`src/rtl/drive_pkg.sv`:
```
// Shared types and constants for the driver-input front end.
// Gear width, gear limits, repeat-FSM states and counter width.
package drive_pkg;

   localparam int GEAR_W       = 3;
   localparam int MIN_GEAR_DEF = 1;
   localparam int MAX_GEAR_DEF = 6;
   localparam int CNT_W        = 25;

   typedef enum logic [1:0] {
      RPT_IDLE,
      RPT_DELAY,
      RPT_REPEAT
   } rpt_state_e;

endpackage

```
`src/rtl/btn_debounce.sv`:
```
// Two-flop synchroniser, stability counter and rise detect
// for one raw push-button.
module btn_debounce #(
   parameter int DEBOUNCE_CYCLES = 250000
) (
   input  logic clk,
   input  logic rst,
   input  logic raw,
   output logic level,
   output logic rise
);

   localparam int CW = $clog2(DEBOUNCE_CYCLES);
   localparam logic [CW-1:0] LAST = CW'(DEBOUNCE_CYCLES - 1);

   logic          s1_q;
   logic          s2_q;
   logic          lvl_q;
   logic          lvl_d;
   logic          prev_q;
   logic [CW-1:0] cnt_q;
   logic [CW-1:0] cnt_d;

   always_comb begin
      lvl_d = lvl_q;
      cnt_d = '0;
      if (s2_q != lvl_q) begin
         if (cnt_q == LAST) begin
            lvl_d = s2_q;
         end else begin
            cnt_d = cnt_q + 1'b1;
         end
      end
   end

   always_ff @(posedge clk or posedge rst) begin
      if (rst) begin
         s1_q   <= 1'b0;
         s2_q   <= 1'b0;
         lvl_q  <= 1'b0;
         prev_q <= 1'b0;
         cnt_q  <= '0;
      end else begin
         s1_q   <= raw;
         s2_q   <= s1_q;
         lvl_q  <= lvl_d;
         prev_q <= lvl_q;
         cnt_q  <= cnt_d;
      end
   end

   assign level = lvl_q;
   assign rise  = lvl_q & ~prev_q;

endmodule

```
`src/rtl/drive_input_ctrl.sv`:
```
// Driver-input front end: debounced buttons, accel/brake
// hold-to-repeat pulses and the registered gear selection.
module drive_input_ctrl
   import drive_pkg::*;
#(
   parameter int DEBOUNCE_CYCLES = 250000,
   parameter int REPEAT_DELAY    = 25000000,
   parameter int REPEAT_PERIOD   = 5000000,
   parameter int MIN_GEAR        = MIN_GEAR_DEF,
   parameter int MAX_GEAR        = MAX_GEAR_DEF
) (
   input  logic              clk,
   input  logic              rst,
   input  logic              btn_accel,
   input  logic              btn_brake,
   input  logic              btn_gear_up,
   input  logic              btn_gear_dn,
   output logic              accel_pulse,
   output logic              decel_pulse,
   output logic [GEAR_W-1:0] gear,
   output logic              shift_reject
);

   localparam logic [CNT_W-1:0] RD1 =
      CNT_W'(REPEAT_DELAY - 1);
   localparam logic [CNT_W-1:0] RP1 =
      CNT_W'(REPEAT_PERIOD - 1);
   localparam logic [GEAR_W-1:0] GMIN =
      GEAR_W'(MIN_GEAR);
   localparam logic [GEAR_W-1:0] GMAX =
      GEAR_W'(MAX_GEAR);

   logic db_accel, rise_accel;
   logic db_brake, rise_brake;
   logic db_up, rise_up;
   logic db_dn, rise_dn;

   btn_debounce #(.DEBOUNCE_CYCLES(DEBOUNCE_CYCLES)) u_db_accel (
      .clk   (clk),
      .rst   (rst),
      .raw   (btn_accel),
      .level (db_accel),
      .rise  (rise_accel)
   );

   btn_debounce #(.DEBOUNCE_CYCLES(DEBOUNCE_CYCLES)) u_db_brake (
      .clk   (clk),
      .rst   (rst),
      .raw   (btn_brake),
      .level (db_brake),
      .rise  (rise_brake)
   );

   btn_debounce #(.DEBOUNCE_CYCLES(DEBOUNCE_CYCLES)) u_db_up (
      .clk   (clk),
      .rst   (rst),
      .raw   (btn_gear_up),
      .level (db_up),
      .rise  (rise_up)
   );

   btn_debounce #(.DEBOUNCE_CYCLES(DEBOUNCE_CYCLES)) u_db_dn (
      .clk   (clk),
      .rst   (rst),
      .raw   (btn_gear_dn),
      .level (db_dn),
      .rise  (rise_dn)
   );

   // Index 0 is accel, index 1 is brake.
   rpt_state_e       st_q [2];
   rpt_state_e       st_d [2];
   logic [CNT_W-1:0] cnt_q [2];
   logic [CNT_W-1:0] cnt_d [2];
   logic [1:0]       pls_q;
   logic [1:0]       pls_d;
   logic [1:0]       hold;
   logic [1:0]       start;
   logic             brk_prev_q;

   // A held accel after brake release restarts as a fresh press.
   assign hold[0]  = db_accel & ~db_brake;
   assign hold[1]  = db_brake;
   assign start[0] = rise_accel | brk_prev_q;
   assign start[1] = rise_brake;

   always_comb begin
      for (int i = 0; i < 2; i++) begin
         st_d[i]  = st_q[i];
         cnt_d[i] = cnt_q[i];
         pls_d[i] = 1'b0;
         if (!hold[i]) begin
            st_d[i] = RPT_IDLE;
         end else begin
            unique case (st_q[i])
               RPT_IDLE: begin
                  if (start[i]) begin
                     pls_d[i] = 1'b1;
                     cnt_d[i] = RD1;
                     st_d[i]  = RPT_DELAY;
                  end
               end
               RPT_DELAY, RPT_REPEAT: begin
                  if (cnt_q[i] == '0) begin
                     pls_d[i] = 1'b1;
                     cnt_d[i] = RP1;
                     st_d[i]  = RPT_REPEAT;
                  end else begin
                     cnt_d[i] = cnt_q[i] - 1'b1;
                  end
               end
               default: st_d[i] = RPT_IDLE;
            endcase
         end
      end
   end

   logic [GEAR_W-1:0] gear_q;
   logic [GEAR_W-1:0] gear_d;
   logic              rej_q;
   logic              rej_d;

   always_comb begin
      gear_d = gear_q;
      rej_d  = 1'b0;
      unique case (1'b1)
         rise_up & rise_dn: rej_d = 1'b1;
         rise_up & ~rise_dn: begin
            if (gear_q < GMAX && !db_accel)
               gear_d = gear_q + 1'b1;
            else
               rej_d = 1'b1;
         end
         rise_dn & ~rise_up: begin
            if (gear_q > GMIN && !db_accel)
               gear_d = gear_q - 1'b1;
            else
               rej_d = 1'b1;
         end
         default: ;
      endcase
   end

   always_ff @(posedge clk or posedge rst) begin
      if (rst) begin
         for (int i = 0; i < 2; i++) begin
            st_q[i]  <= RPT_IDLE;
            cnt_q[i] <= '0;
         end
         pls_q      <= '0;
         brk_prev_q <= 1'b0;
         gear_q     <= GMIN;
         rej_q      <= 1'b0;
      end else begin
         for (int i = 0; i < 2; i++) begin
            st_q[i]  <= st_d[i];
            cnt_q[i] <= cnt_d[i];
         end
         pls_q      <= pls_d;
         brk_prev_q <= db_brake;
         gear_q     <= gear_d;
         rej_q      <= rej_d;
      end
   end

   // Masking by the current levels drops a pulse whose button
   // debounced low, or brake engaged, on the same edge.
   assign accel_pulse  = pls_q[0] & db_accel & ~db_brake;
   assign decel_pulse  = pls_q[1] & db_brake;
   assign gear         = gear_q;
   assign shift_reject = rej_q;

endmodule
```
`config.mk`:
```
export PLATFORM = sky130hd
export DESIGN_NAME = drive_input_ctrl
export DESIGN_NICKNAME = d
export VERILOG_FILES = /design/src/rtl/drive_pkg.sv /design/src/rtl/btn_debounce.sv /design/src/rtl/drive_input_ctrl.sv
export SDC_FILE = /design/constraint.sdc
export NUM_CORES = 1
export LEC_CHECK = 0
export ABC_AREA = 0
export CORE_MARGIN = 2
export CORE_UTILIZATION = 42
export CTS_CLUSTER_SIZE = 20
export DETAILED_ROUTE_END_ITERATION = 16
export GPL_TIMING_DRIVEN = 0
export SYNTH_ARGS = -nofsm -noshare
export SYNTH_HDL_FRONTEND = slang
export SYNTH_SLANG_ARGS = --single-unit
```
`constraint.sdc`:
```
create_clock -name clk -period 4.25 [get_ports clk]
set_input_delay 0.425 -clock clk [delete_from_list [all_inputs] [get_ports clk]]
set_output_delay 0.425 -clock clk [all_outputs]
set_load 0.02 [all_outputs]
```
# After elaboration in Yosys (flattened, before gate mapping)
# Cells that the tools add are included.
# totals
register_bits	148
output_inout_bits	6
# op_classes
addsub	8
magnitude_cmp	2
eq_ne	20
mux	36
n_bitwise	19
n_reduce_logical	21
# op_table
op	count
18-bit two-way mux	8
25-bit two-way mux	4
25-bit case mux with 2 select lines	2
18-bit by 1-bit adder with 18-bit output, second input constant	4
18-bit equality test, second input constant	4
25-bit zero test	2
25-bit by 1-bit subtractor with 25-bit output, second input constant	2
2-bit two-way mux	6
3-bit inequality test, second input constant	4
2-bit AND reduction	6
1-bit AND	11
3-bit AND reduction	3
1-bit two-way mux	8
2-bit case mux with 2 select lines	2
1-bit NOT	7
3-bit two-way mux	2
3-bit case mux with 2 select lines	1
2-bit nonzero test	3
2-bit by 1-bit equality test with 1-bit output, second input constant	2
2-bit equality test, second input constant	2
2-bit zero test	2
1-bit inequality test	4
2-bit by 1-bit inequality test with 1-bit output, second input constant	2
2-bit inequality test, second input constant	2
other kinds (10)	13

# Logic depth before layout (Yosys ltp)
# depth
depth_word	6
mapped_depth	9
ltp_nobuf	8

# Hierarchy
# Synthesis repeated with hierarchy kept, for this count alone.
# hier_totals
cells_unflattened	796
area_unflattened_um2	7801.2
# modules_own_cells
module	instances	cells_per_inst	area_each_um2
drive_input_ctrl	1	377	3485.8
btn_debounce (u_db_accel ...)	3	106	1087.3
btn_debounce (u_db_dn)	1	101	1053.5

# Worst setup path before layout
# Ideal clock, no wire load.
# synth_path
path_type	register to register
startpoint	register cnt_q[9] (netlist name)
endpoint	register st_q[0] (netlist name)
arrival_ps	2337
t_required_ps	4127
setup_slack_ps	1790
stages_incl_launch_ff	8
synth_period_minus_slack_ps	2460
cell_sequence	dfrtp_1 > or4_4 > or4_4 > buf_6 > or3_1 > buf_6 > and2_4 > o221a_1
# synth_via
elab_chain_len	3
# synth_lines
element	line_no	source
start: declaration	drive_input_ctrl.sv:73	logic [CNT_W-1:0] cnt_q [2];
start signal: indexed assignment	drive_input_ctrl.sv:157	cnt_q[i] <= cnt_d[i];
25-bit zero test	drive_input_ctrl.sv:104	if (cnt_q[i] == '0) begin
3-bit inequality test (no source line)	--	
2-bit AND reduction (no source line)	--	
end signal: indexed assignment	drive_input_ctrl.sv:156	st_q[i] <= st_d[i];
end: declaration	drive_input_ctrl.sv:71	rpt_state_e st_q [2];
# Every way passes these cells.
# A chain may end at the register's enable or synchronous reset.

# Final worst setup path
# layout_path
startpoint	register cnt_q[30] (netlist name)
endpoint	register cnt_q[38] (netlist name)
# layout_via
elab_chain_len	3
elab_cells_between_ends	4
cone_classes	add/sub: 1; mux: 2; reduce/logical: 1
# layout_lines
element	line_no	source
25-bit by 1-bit subtractor with 25-bit output / 25-bit zero test (equally long branches)	drive_input_ctrl.sv:109, drive_input_ctrl.sv:104	
25-bit two-way mux *	drive_input_ctrl.sv:104	
25-bit case mux with 2 select lines *	drive_input_ctrl.sv:95	unique case (st_q[i])
# Every way passes the cells marked *; elsewhere a longest branch is shown, timed or not.

==> metrics.txt <==
status finished clean; Die H 137 um; Area Overhead vs Synth 14.1%; Final ANT Viol Nets 0; utilization after layout 48.9%; die area ~19000 um2; DRT Pass-1 Iters 5; Async SR Flop Fraction 100%; most common cell after layout, fill and taps aside dfrtp_1; post-CTS resize count 0; Yosys top cell by area dfrtp_1; Clk Latency, worst-skew pair roughly 0.43 ns; DRC viols 0; Setup crit start kind register; xor/xnor cell area share of the yosys netlist 11.4%; Peak supply drop 0.301 mV; largest family of logic cells by synthesized area simple AND/OR/NAND/NOR gates; total gr overflow 0; skew final between 0.006 and 0.007 ns; Main synth FF type dfrtp_1; Clock Path Buffers 2; pin count of the biggest net entering global routing 35; register-to-register setup slack roughly 1.4 ns; post-synth cell types 55; Crit Path Class reg -> reg; Synth Area in Compound Gates 6.35%; wire length per cell around 14 um; Synth Area in Simple Gates roughly 25%; syn_area_per_cell between 9 and 10 um2; total wire length around 15000 um; Sum Neg Setup Slack 0 ns; Worst-Margin Slew ~1.1 ns; reg2reg end cnt_q[38]; leakage ~3.8 nW; Hold-fix buffers, CTS 0; synth warn 0; Non-Filler Instances 1034; Final Slew Violations 0; H-tree levels 4; Min-Delay Path Class reg -> reg; PwrDens 351 nW/um2; max-cap violation count 0; R2R Path Start cnt_q[30]; Die Width 137 um; Final setup viols 0; Arr. time, crit path 3.19 ns; FF-to-FF path depth 5; synth top area cells dfrtp_1, xnor2_1, nor2_1, xor2_1, nand2_1; CTS tree yes; Critical Path Start cnt_q[30]; CTS Sinks around 150; clock-pin slew on the worst setup and hold paths roughly 0.06 ns; syn nets slightly below 800; Final nets between 800 and 900; Via density approximately 5.4; HPWL after detailed placement 10400 um; first-pass GRT wire length 26000 um; Post-synth EDFFs 0; crit path capture type register; Synth top area share between 40% and 50%; initial antenna violation count 0; GRT Total Usage around 18%; synthesis-stage register bit count ~150; IO Port Bufs 11; Critical Path End cnt_q[38]; post-synthesis mux area share less than 1%; number of inserted diodes 0; IO Count 12; Root Buffer clkbuf_16; register area share after synthesis between 50 and 60%; total CTS buffers 17; worst hold slack 0.348 ns; Synth Cell Area 7390 um2; Post CTS Setup Buffer Count 0; CP Data Required Time 4.56 ns; Final Hold Viols 0; layout cells sized above 1 ~6.7%; crit-path max FO 9; Slew headroom a little under a quarter; Highest Clock Rate 0.348 GHz; GP Congestion 0.814; crit path time final about 2.9 ns; Post-Synthesis Cells 764; Post-Place Cells ~1000; total number of vias between 5000 and 6000; row count 48; number of global-route vias before repair 5559; commonest cells after routing, fill and taps aside dfrtp_1, nor2_1, nand2_1, xnor2_1, nand3_1; CORE AREA ~17000 um2; crit share post-route 67.7%; RSZ-0062 raised after global routing false; adder-cell share of the synthesized area slightly above 3%; Starting DRT DRC Count 345; Initial Util 42.9%
-- worst max-delay path: stages (launching register included) --
cell     delay, ns
dfrtp_1       0.41
nor4_2        0.63
nand4_1       0.46
nor4_2        0.81
o21ai_0       0.24
a22o_1        0.21
-- logic make-up after synthesis --
group / Yosys count
fa+ha+maj: 18
xor+xnor: 96
flops: 148
simple gates: 371
compound gates: 70
buf+inv: 55
mux: 6
-- power by group --
part / total, mW / switching [mW] / internal [mW]
sequential: 1.43 / 0.0111 / 1.42
combinational: 0.0719 / 0.0490 / 0.0229
clock: 1.45 / 0.601 / 0.850
-- worst min-delay path by stage --
stage | from | to | cells past startpoint
5_1_grt | u_db_dn.s1_q | u_db_dn.s2_q | 0
2_1_floorplan | u_db_accel.s1_q | u_db_accel.s2_q | 0
3_5_place_dp | u_db_up.s1_q | u_db_up.s2_q | 0
3_3_place_gp | u_db_dn.s1_q | u_db_dn.s2_q | 0
6_report | u_db_up.s1_q | u_db_up.s2_q | 0
4_1_cts | u_db_up.s1_q | u_db_up.s2_q | 0
-- area by class of cell --
cell class	count	area, um2
Clock inverter	10	100
Inverter	31	120
Sequential cell	148	3700
Buffer	24	113
Clock buffer	20	467
Tap cell	225	282
Timing Repair Buffer	15	190
Multi-Input combinational cell	561	3450
Fill cell	1544	8810
-- registers in the layout (all words and copies together), names as in the netlist, 2 cells and up --
signal            cells
gear                  3
u_db_up.cnt_q        18
u_db_brake.cnt_q     18
cnt_q                50
u_db_dn.cnt_q        18
u_db_accel.cnt_q     18
st_q                  4
pls_q                 2
-- synthesized netlist by cell type, types with 2 or more instances --
cell type  instances
nand3b_1           3
nor4_2             2
or2_2              2
or4_1              8
nor3b_1            2
o21ai_0           15
xor2_1            36
or4_4              2
nor4b_1            8
nand2_1           64
nor2b_1            4
and2_1             2
a21o_1             2
nand4_1           16
or3_1              9
mux2_2             4
o211ai_1           4
a22o_1             3
o41ai_1            3
xnor2_1           60
and3_1             5
buf_6              3
and4_1             6
a31oi_1            7
clkbuf_1          20
nor4_1            32
mux2i_1            2
o31ai_1            3
a22oi_1            2
nand3_1           40
dfrtp_1          147
nor3_1            23
ha_1              18
nor2_1           125
a21oi_1           17
inv_1             31
nand4b_1           3
nand2b_1          14
-- metrics by stage --
step / setup slack (ns) / power, mW / cell area (um2)
6_report: 1.37 / 2.96 / 8430
3_5_place_dp: 1.39 / 1.53 / 7860
5_1_grt: 1.15 / 3.06 / 8430
4_1_cts: 1.37 / 3.00 / 8430
2_1_floorplan: 1.79 / 1.50 / 7390
3_3_place_gp: 0.686 / 1.52 / 7780
-- metal layers --
layer / up-vias / track usage (%) / share of wire [%]
met1: 2772 / 22.4 / 47
met4: 0 / 5.15 / 1.3
li1: 2716 / - / -
met3: 22 / 4.78 / 3.1
met5: - / 0 / 0
met2: 93 / 29.2 / 49
(Power assumes the default switching activity.)
